File: src/rtl/bf_pkg.sv
// Shared brainfuck core definitions: opcode encoding and loop-controller FSM states.
package bf_pkg;

   typedef enum logic [2:0] {
      OP_INC   = 3'd0,
      OP_DEC   = 3'd1,
      OP_RIGHT = 3'd2,
      OP_LEFT  = 3'd3,
      OP_JZ    = 3'd4,
      OP_JNZ   = 3'd5,
      OP_OUT   = 3'd6,
      OP_IN    = 3'd7
   } bf_op_e;

   typedef enum logic [1:0] {
      IDLE     = 2'd0,
      SCAN_REQ = 2'd1,
      SCAN_CHK = 2'd2
   } lc_state_e;

endpackage

File: src/rtl/bf_lifo.sv
// Return-address stack for loop starts; top_out reads the newest entry combinationally.
module bf_lifo #(
   parameter int  DEPTH  = 16,
   parameter int  ADDR_W = 16,
   localparam int CW     = $clog2(DEPTH + 1)
) (
   input  logic              clk_in,
   input  logic              reset_in,
   input  logic              push_in,
   input  logic              pop_in,
   input  logic [ADDR_W-1:0] data_in,
   output logic [ADDR_W-1:0] top_out,
   output logic              full_out,
   output logic              empty_out,
   output logic [CW-1:0]     count_out
);

   localparam int IW = (DEPTH > 1) ? $clog2(DEPTH) : 1;

   logic [ADDR_W-1:0] mem_q [DEPTH];
   logic [CW-1:0]     count_q, count_d;
   logic [CW-1:0]     top_idx;

   assign full_out  = (count_q == CW'(DEPTH));
   assign empty_out = (count_q == '0);
   assign top_idx   = count_q - CW'(1);
   assign top_out   = empty_out ? '0 : mem_q[top_idx[IW-1:0]];
   assign count_out = count_q;

   always_comb begin
      count_d = count_q;
      if (push_in && !full_out) begin
         count_d = count_q + CW'(1);
      end else if (pop_in && !empty_out) begin
         count_d = count_q - CW'(1);
      end
   end

   always_ff @(posedge clk_in or posedge reset_in) begin
      if (reset_in) begin
         count_q <= '0;
      end else begin
         count_q <= count_d;
      end
   end

   // Entry storage needs no reset: count_q alone decides which entries are live.
   always_ff @(posedge clk_in) begin
      if (push_in && !full_out) begin
         mem_q[count_q[IW-1:0]] <= data_in;
      end
   end

endmodule

File: src/rtl/bf_loop_ctrl.sv
// Resolves "[" and "]" for the sequencer: return stack for loop starts, forward
// bracket scan through instruction memory when a loop is skipped.
module bf_loop_ctrl
   import bf_pkg::*;
#(
   parameter int  ADDR_W = 16,
   parameter int  DEPTH  = 16,
   localparam int DW     = $clog2(DEPTH + 1)
) (
   input  logic              clk_in,
   input  logic              reset_in,
   input  logic              op_valid_in,
   input  logic [2:0]        op_in,
   input  logic [ADDR_W-1:0] pc_in,
   input  logic              cell_zero_in,
   output logic              op_ready_out,
   output logic              done_out,
   output logic [ADDR_W-1:0] next_pc_out,
   output logic              fetch_req_out,
   output logic [ADDR_W-1:0] fetch_addr_out,
   input  logic [2:0]        fetch_op_in,
   output logic [DW-1:0]     depth_out,
   output logic              err_overflow_out,
   output logic              err_unmatched_out,
   output logic [1:0]        dbg_state_out
);

   // Handshake: an op transfers on a rising edge where op_valid_in && op_ready_out;
   // the sequencer holds the op stable until op_ready_out is seen high.

   lc_state_e         state_q, state_d;
   logic [ADDR_W-1:0] scan_addr_q, scan_addr_d;
   logic [ADDR_W-1:0] scan_depth_q, scan_depth_d;
   logic [ADDR_W-1:0] next_pc_q, next_pc_d;
   logic              done_q, done_d;
   logic              scan_end_q, scan_end_d;
   logic              err_ovf_q, err_ovf_d;
   logic              err_unm_q, err_unm_d;

   logic              push, pop, full, empty;
   logic [ADDR_W-1:0] top, pc_inc, scan_inc, depth_chk;
   logic              accept;

   assign op_ready_out = (state_q == IDLE) && !scan_end_q;
   assign accept       = op_valid_in && op_ready_out;
   assign pc_inc       = pc_in + ADDR_W'(1);
   assign scan_inc     = scan_addr_q + ADDR_W'(1);

   always_comb begin
      state_d      = state_q;
      scan_addr_d  = scan_addr_q;
      scan_depth_d = scan_depth_q;
      next_pc_d    = next_pc_q;
      err_ovf_d    = err_ovf_q;
      err_unm_d    = err_unm_q;
      done_d       = 1'b0;
      scan_end_d   = 1'b0;
      push         = 1'b0;
      pop          = 1'b0;
      depth_chk    = scan_depth_q;
      case (state_q)
         IDLE: begin
            if (accept && op_in == OP_JZ) begin
               if (cell_zero_in) begin
                  scan_depth_d = ADDR_W'(1);
                  scan_addr_d  = pc_inc;
                  state_d      = SCAN_REQ;
               end else begin
                  push      = !full;
                  err_ovf_d = err_ovf_q | full;
                  next_pc_d = pc_inc;
                  done_d    = 1'b1;
               end
            end else if (accept && op_in == OP_JNZ) begin
               done_d    = 1'b1;
               next_pc_d = pc_inc;
               if (empty) begin
                  err_unm_d = 1'b1;
               end else if (cell_zero_in) begin
                  pop = 1'b1;
               end else begin
                  next_pc_d = top;
               end
            end
         end
         SCAN_REQ: state_d = SCAN_CHK;
         SCAN_CHK: begin
            if (fetch_op_in == OP_JZ) begin
               depth_chk = scan_depth_q + ADDR_W'(1);
            end else if (fetch_op_in == OP_JNZ) begin
               depth_chk = scan_depth_q - ADDR_W'(1);
            end
            scan_depth_d = depth_chk;
            // A match on the last address is still a match; only a miss there wraps.
            if (depth_chk == '0) begin
               next_pc_d  = scan_inc;
               done_d     = 1'b1;
               scan_end_d = 1'b1;
               state_d    = IDLE;
            end else if (scan_addr_q == '1) begin
               err_unm_d  = 1'b1;
               next_pc_d  = '0;
               done_d     = 1'b1;
               scan_end_d = 1'b1;
               state_d    = IDLE;
            end else begin
               scan_addr_d = scan_inc;
               state_d     = SCAN_REQ;
            end
         end
         default: state_d = IDLE;
      endcase
   end

   always_ff @(posedge clk_in or posedge reset_in) begin
      if (reset_in) begin
         state_q      <= IDLE;
         scan_addr_q  <= '0;
         scan_depth_q <= '0;
         next_pc_q    <= '0;
         done_q       <= 1'b0;
         scan_end_q   <= 1'b0;
         err_ovf_q    <= 1'b0;
         err_unm_q    <= 1'b0;
      end else begin
         state_q      <= state_d;
         scan_addr_q  <= scan_addr_d;
         scan_depth_q <= scan_depth_d;
         next_pc_q    <= next_pc_d;
         done_q       <= done_d;
         scan_end_q   <= scan_end_d;
         err_ovf_q    <= err_ovf_d;
         err_unm_q    <= err_unm_d;
      end
   end

   bf_lifo #(
      .DEPTH  (DEPTH),
      .ADDR_W (ADDR_W)
   ) u_lifo (
      .clk_in    (clk_in),
      .reset_in  (reset_in),
      .push_in   (push),
      .pop_in    (pop),
      .data_in   (pc_inc),
      .top_out   (top),
      .full_out  (full),
      .empty_out (empty),
      .count_out (depth_out)
   );

   assign done_out          = done_q;
   assign next_pc_out       = next_pc_q;
   assign fetch_req_out     = (state_q == SCAN_REQ);
   assign fetch_addr_out    = scan_addr_q;
   assign err_overflow_out  = err_ovf_q;
   assign err_unmatched_out = err_unm_q;
   assign dbg_state_out     = state_q;

endmodule

File: config.mk
export PLATFORM = sky130hd
export DESIGN_NAME = bf_loop_ctrl
export DESIGN_NICKNAME = d
export VERILOG_FILES = /design/src/rtl/bf_pkg.sv /design/src/rtl/bf_lifo.sv /design/src/rtl/bf_loop_ctrl.sv
export SDC_FILE = /design/constraint.sdc
export NUM_CORES = 1
export LEC_CHECK = 0
export CAP_MARGIN = 20
export CORE_UTILIZATION = 30
export DETAILED_ROUTE_END_ITERATION = 8
export PLACE_DENSITY_LB_ADDON = 0.25
export REMOVE_ABC_BUFFERS = 1
export SETUP_SLACK_MARGIN = 0.4
export SLEW_MARGIN = 10
export SYNTH_ARGS = -nofsm -noshare
export SYNTH_HDL_FRONTEND = slang
export SYNTH_HIERARCHICAL = 1
export SYNTH_SLANG_ARGS = --single-unit
File: constraint.sdc
create_clock -name clk_in -period 3.3 [get_ports clk_in]
set_input_delay 0.33 -clock clk_in [delete_from_list [all_inputs] [get_ports clk_in]]
set_output_delay 0.33 -clock clk_in [all_outputs]
set_load 0.01 [all_outputs]
==> flow_metrics.py <==
metrics = {
    "cts": {
        "root_buffer": "clkbuf_16",
        "cts_sinks": 315,
        "cts.clk_slew.worst_paths_ns": 0.06,
        "numCtsBuffers": 36,
        "clock_path_buffers": 3,
        "clk_latency_ns": 0.55,
        "cts_tree": "done",
        "hold_buffers": 0,
        "htreeDepth": 2,
    },
    "finish": {
        "fin_nets": 1190,
        "syn_to_final_growth_pct": 28.7,
        "stdcell_area_um2": 18500,
        "diodes": 0,
        "drive_gt1_share_pct": 29.9,
    },
    "floorplan": {
        "fp.dieArea_um2": 48700,
        "ios": 70,
        "die_x_um": 221,
        "coreArea_um2": 46900,
        "die_h_um": 221,
        "placementRows": 79,
        "initial_core_util_pct": 30.6,
    },
    "synthesis": {
        "synth_top_area_cell": "edfxtp_1",
        "yosysSeqAreaShare_pct": 63.9,
        "ys_warn_count": 6,
        "ys_ff_latch": 315,
        "synth.top_cell.area_share_pct": 53.6,
        "synth_edf_count": 256,
        "netlist_area_um2": 14300,
        "synth_common_cells": "256 x edfxtp_1, 64 x mux4_2, 59 x dfrtp_1, 59 x nor2_1, 49 x mux2i_1",
        "synthCells": 944,
        "ys_types": 80,
        "synth_flop_cell": "edfxtp_1",
        "synthTopCellsByArea": "edfxtp_1 54%, dfrtp_1 10%, mux4_2 10%, mux2i_1 3.4%, nor2_1 1.5%",
        "ys_async_sr_fraction_pct": 18.7,
        "syn_avg_cell_area_um2": 15.2,
        "synth.most_common_cell": "edfxtp_1",
    },
    "critical_path": {
        "cpPeakStageDelay_ns": 0.56,
        "arrival_ns": 3.49,
        "crit_fanout": 5,
        "path_cells": "buf_6 > or4bb_4 > o21ai_1 > xor2_1 > or4b_4 > nor4b_4 > buf_4 > o31a_4 > inv_8 > mux2_4",
        "worstRegToRegCells": 10,
        "critical_path_class": "flop to flop",
        "required_ns": 3.73,
        "critPathCaptureType": "flop",
        "cp_slowest_cell": "or4b_4",
        "cp-start-kind": "flop",
    },
    "grt": {
        "grt_pass1_wl_um": 61000,
        "grt.total_usage_pct": 17.2,
        "grt_max_degree": 54,
        "grt_overflow": 0,
        "antenna_found_initial": 0,
        "grt_pass1_vias": 9310,
    },
    "status": {
        "run_status": "complete, but fails checks",
        "violations": "design-rule violations",
    },
    "sta": {
        "hold_viol_final": 0,
        "fin_crit_ns": 3.06,
        "finalMaxSlewViolations": 0,
        "rsz0062_at_grt": "yes",
        "worst_pin_slew_ns": 0.915,
        "relSlewSlack_pct": 38.9,
        "whs_ns": 0.0690,
        "fin_crit_sh_pct": 92.8,
        "tns_ns": 0,
        "fin_skew_ns": 0.0254,
        "setup_viol": 0,
        "fmax_mhz": 327,
    },
    "power_and_ir_drop": {
        "p_leak_uw": 0.00672,
        "power.total_uw": 16000,
        "vdd.ir_drop.worst_mv": 0.451,
        "power_density_nw_per_um2": 869,
    },
    "drt": {
        "drt_iter0_drc": 657,
        "via_per_inst": 5.14,
        "num_vias": 9172,
        "first_pass_iters": 9,
        "post-route-drc-count": 2,
        "wire_per_inst_um": 22.9,
        "ant_nets": 0,
        "wl_um": 40800,
    },
    "placed_design": {
        "dp_hpwl_um": 26900,
        "gp_congestion": 0.843,
        "port_buffers": 69,
        "dpl-instance-area_um2": 16800,
    },
    "job": {
        "drv_cap": 0,
    },
    "hold_path": {
        "hp-class": "input port to async pin",
    },
}
==> state kept, by name (all words and copies together), names as in the netlist, 2 cells and up <==
register          flops
next_pc_out          16
scan_depth_q         16
fetch_addr_out       16
u_lifo/count_out      5
u_lifo/mem_q        256
dbg_state_out         2
==> power breakdown <==
group / switching [uW] / internal [uW]
registers: 456 / 4620
logic: 3460 / 3330
clock network: 1640 / 2550
==> layout by cell type (no fill, tap or decap), types with 7 or more instances in the layout <==
| master | n |
|---|---|
| buf_6 | 11 |
| xor2_1 | 19 |
| buf_4 | 127 |
| nand2_1 | 42 |
| buf_12 | 22 |
| mux2_4 | 11 |
| inv_1 | 19 |
| mux2i_1 | 49 |
| mux4_2 | 64 |
| clkdlybuf4s50_1 | 68 |
| nor3_1 | 15 |
| and3_1 | 14 |
| a21oi_1 | 16 |
| clkbuf_16 | 36 |
| xnor2_1 | 20 |
| nand3_1 | 36 |
| nor4_1 | 7 |
| nand4_1 | 11 |
| o21ai_0 | 37 |
| dfrtp_1 | 58 |
| o22ai_1 | 30 |
| nor2_2 | 14 |
| mux2_2 | 9 |
| edfxtp_1 | 256 |
| nor2_1 | 45 |
==> routing by layer <==
| metal | share of wire [%] | track usage (%) |
|---|---|---|
| met3 | 5.1 | 3.15 |
| met2 | 49 | 29.0 |
| met4 | 2.2 | 4.32 |
| met5 | 0 | 0 |
| met1 | 44 | 22.8 |
==> kinds of logic (layout without fill, tap and decap cells) <==
kind of cell    Yosys count  count (layout)  synth area share, %
flops                   315             315                 63.9
simple gates            225             225                 8.29
compound gates          141             141                 6.51
mux                     133             133                 15.2
buf+inv                  80             314                 2.75
xor+xnor                 42              42                 2.67
fa+ha+maj                 8               8                0.698
==> area by class of cell <==
type	count	area (um2)
clock inverters	17	290
clock buffers	43	957
repair inverters	1	8.76
repair buffers	230	2220
fillers	4364	28400
multi-input cells	549	4970
flip-flops and latches	315	9170
well taps	607	759
inverters	23	93.8
==> through the flow <==
| stage | util, % | worst slack, ns | instances |
|---|---|---|---|
| final | 39.4 | 0.238 | 1785 |
| after global placement | 35.9 | -0.324 | 1694 |
| after CTS | 39.1 | 0.320 | 1776 |
| after floorplan | - | -2.80 | 887 |
| after global routing | 39.4 | 0.164 | 1785 |
| after detailed placement | 35.9 | -0.380 | 1694 |
==> repair_timing <==
action / 4_1_cts / 5_1_grt
pin swaps: 10 / 5
setup endpoints to repair: 35 / 36
buffers inserted: 21 / 7
hold endpoints to repair: 0 / 0
gates cloned: 1 / 1
resized for setup: 31 / 16
==> path summary, 6_finish.rpt <==
path | to | slack, ns | start
worst max register to register | fetch_addr_out[11] | 0.24 | scan_depth_q[2]
worst max-delay path | fetch_addr_out[11] | 0.24 | scan_depth_q[2]
worst min-delay path | u_lifo/count_out[3] | 0.07 | reset_in
min in group clk_in | err_overflow_out | 0.47 | err_overflow_out
max in group asynchronous | fetch_addr_out[4] | 2.22 | reset_in
worst min register to register | err_overflow_out | 0.47 | err_overflow_out
==> critical path, delay by kind of cell, from the launching register on <==
kind	cells	cell delay, ns
and+or+nand+nor	3	1.36
buffers and inverters	3	0.36
AOI/OAI and AO/OA	2	0.45
muxes	1	0.29
DFF	1	0.36
xor gates and xnor gates	1	0.13
Power figures use the tool's default switching activity.
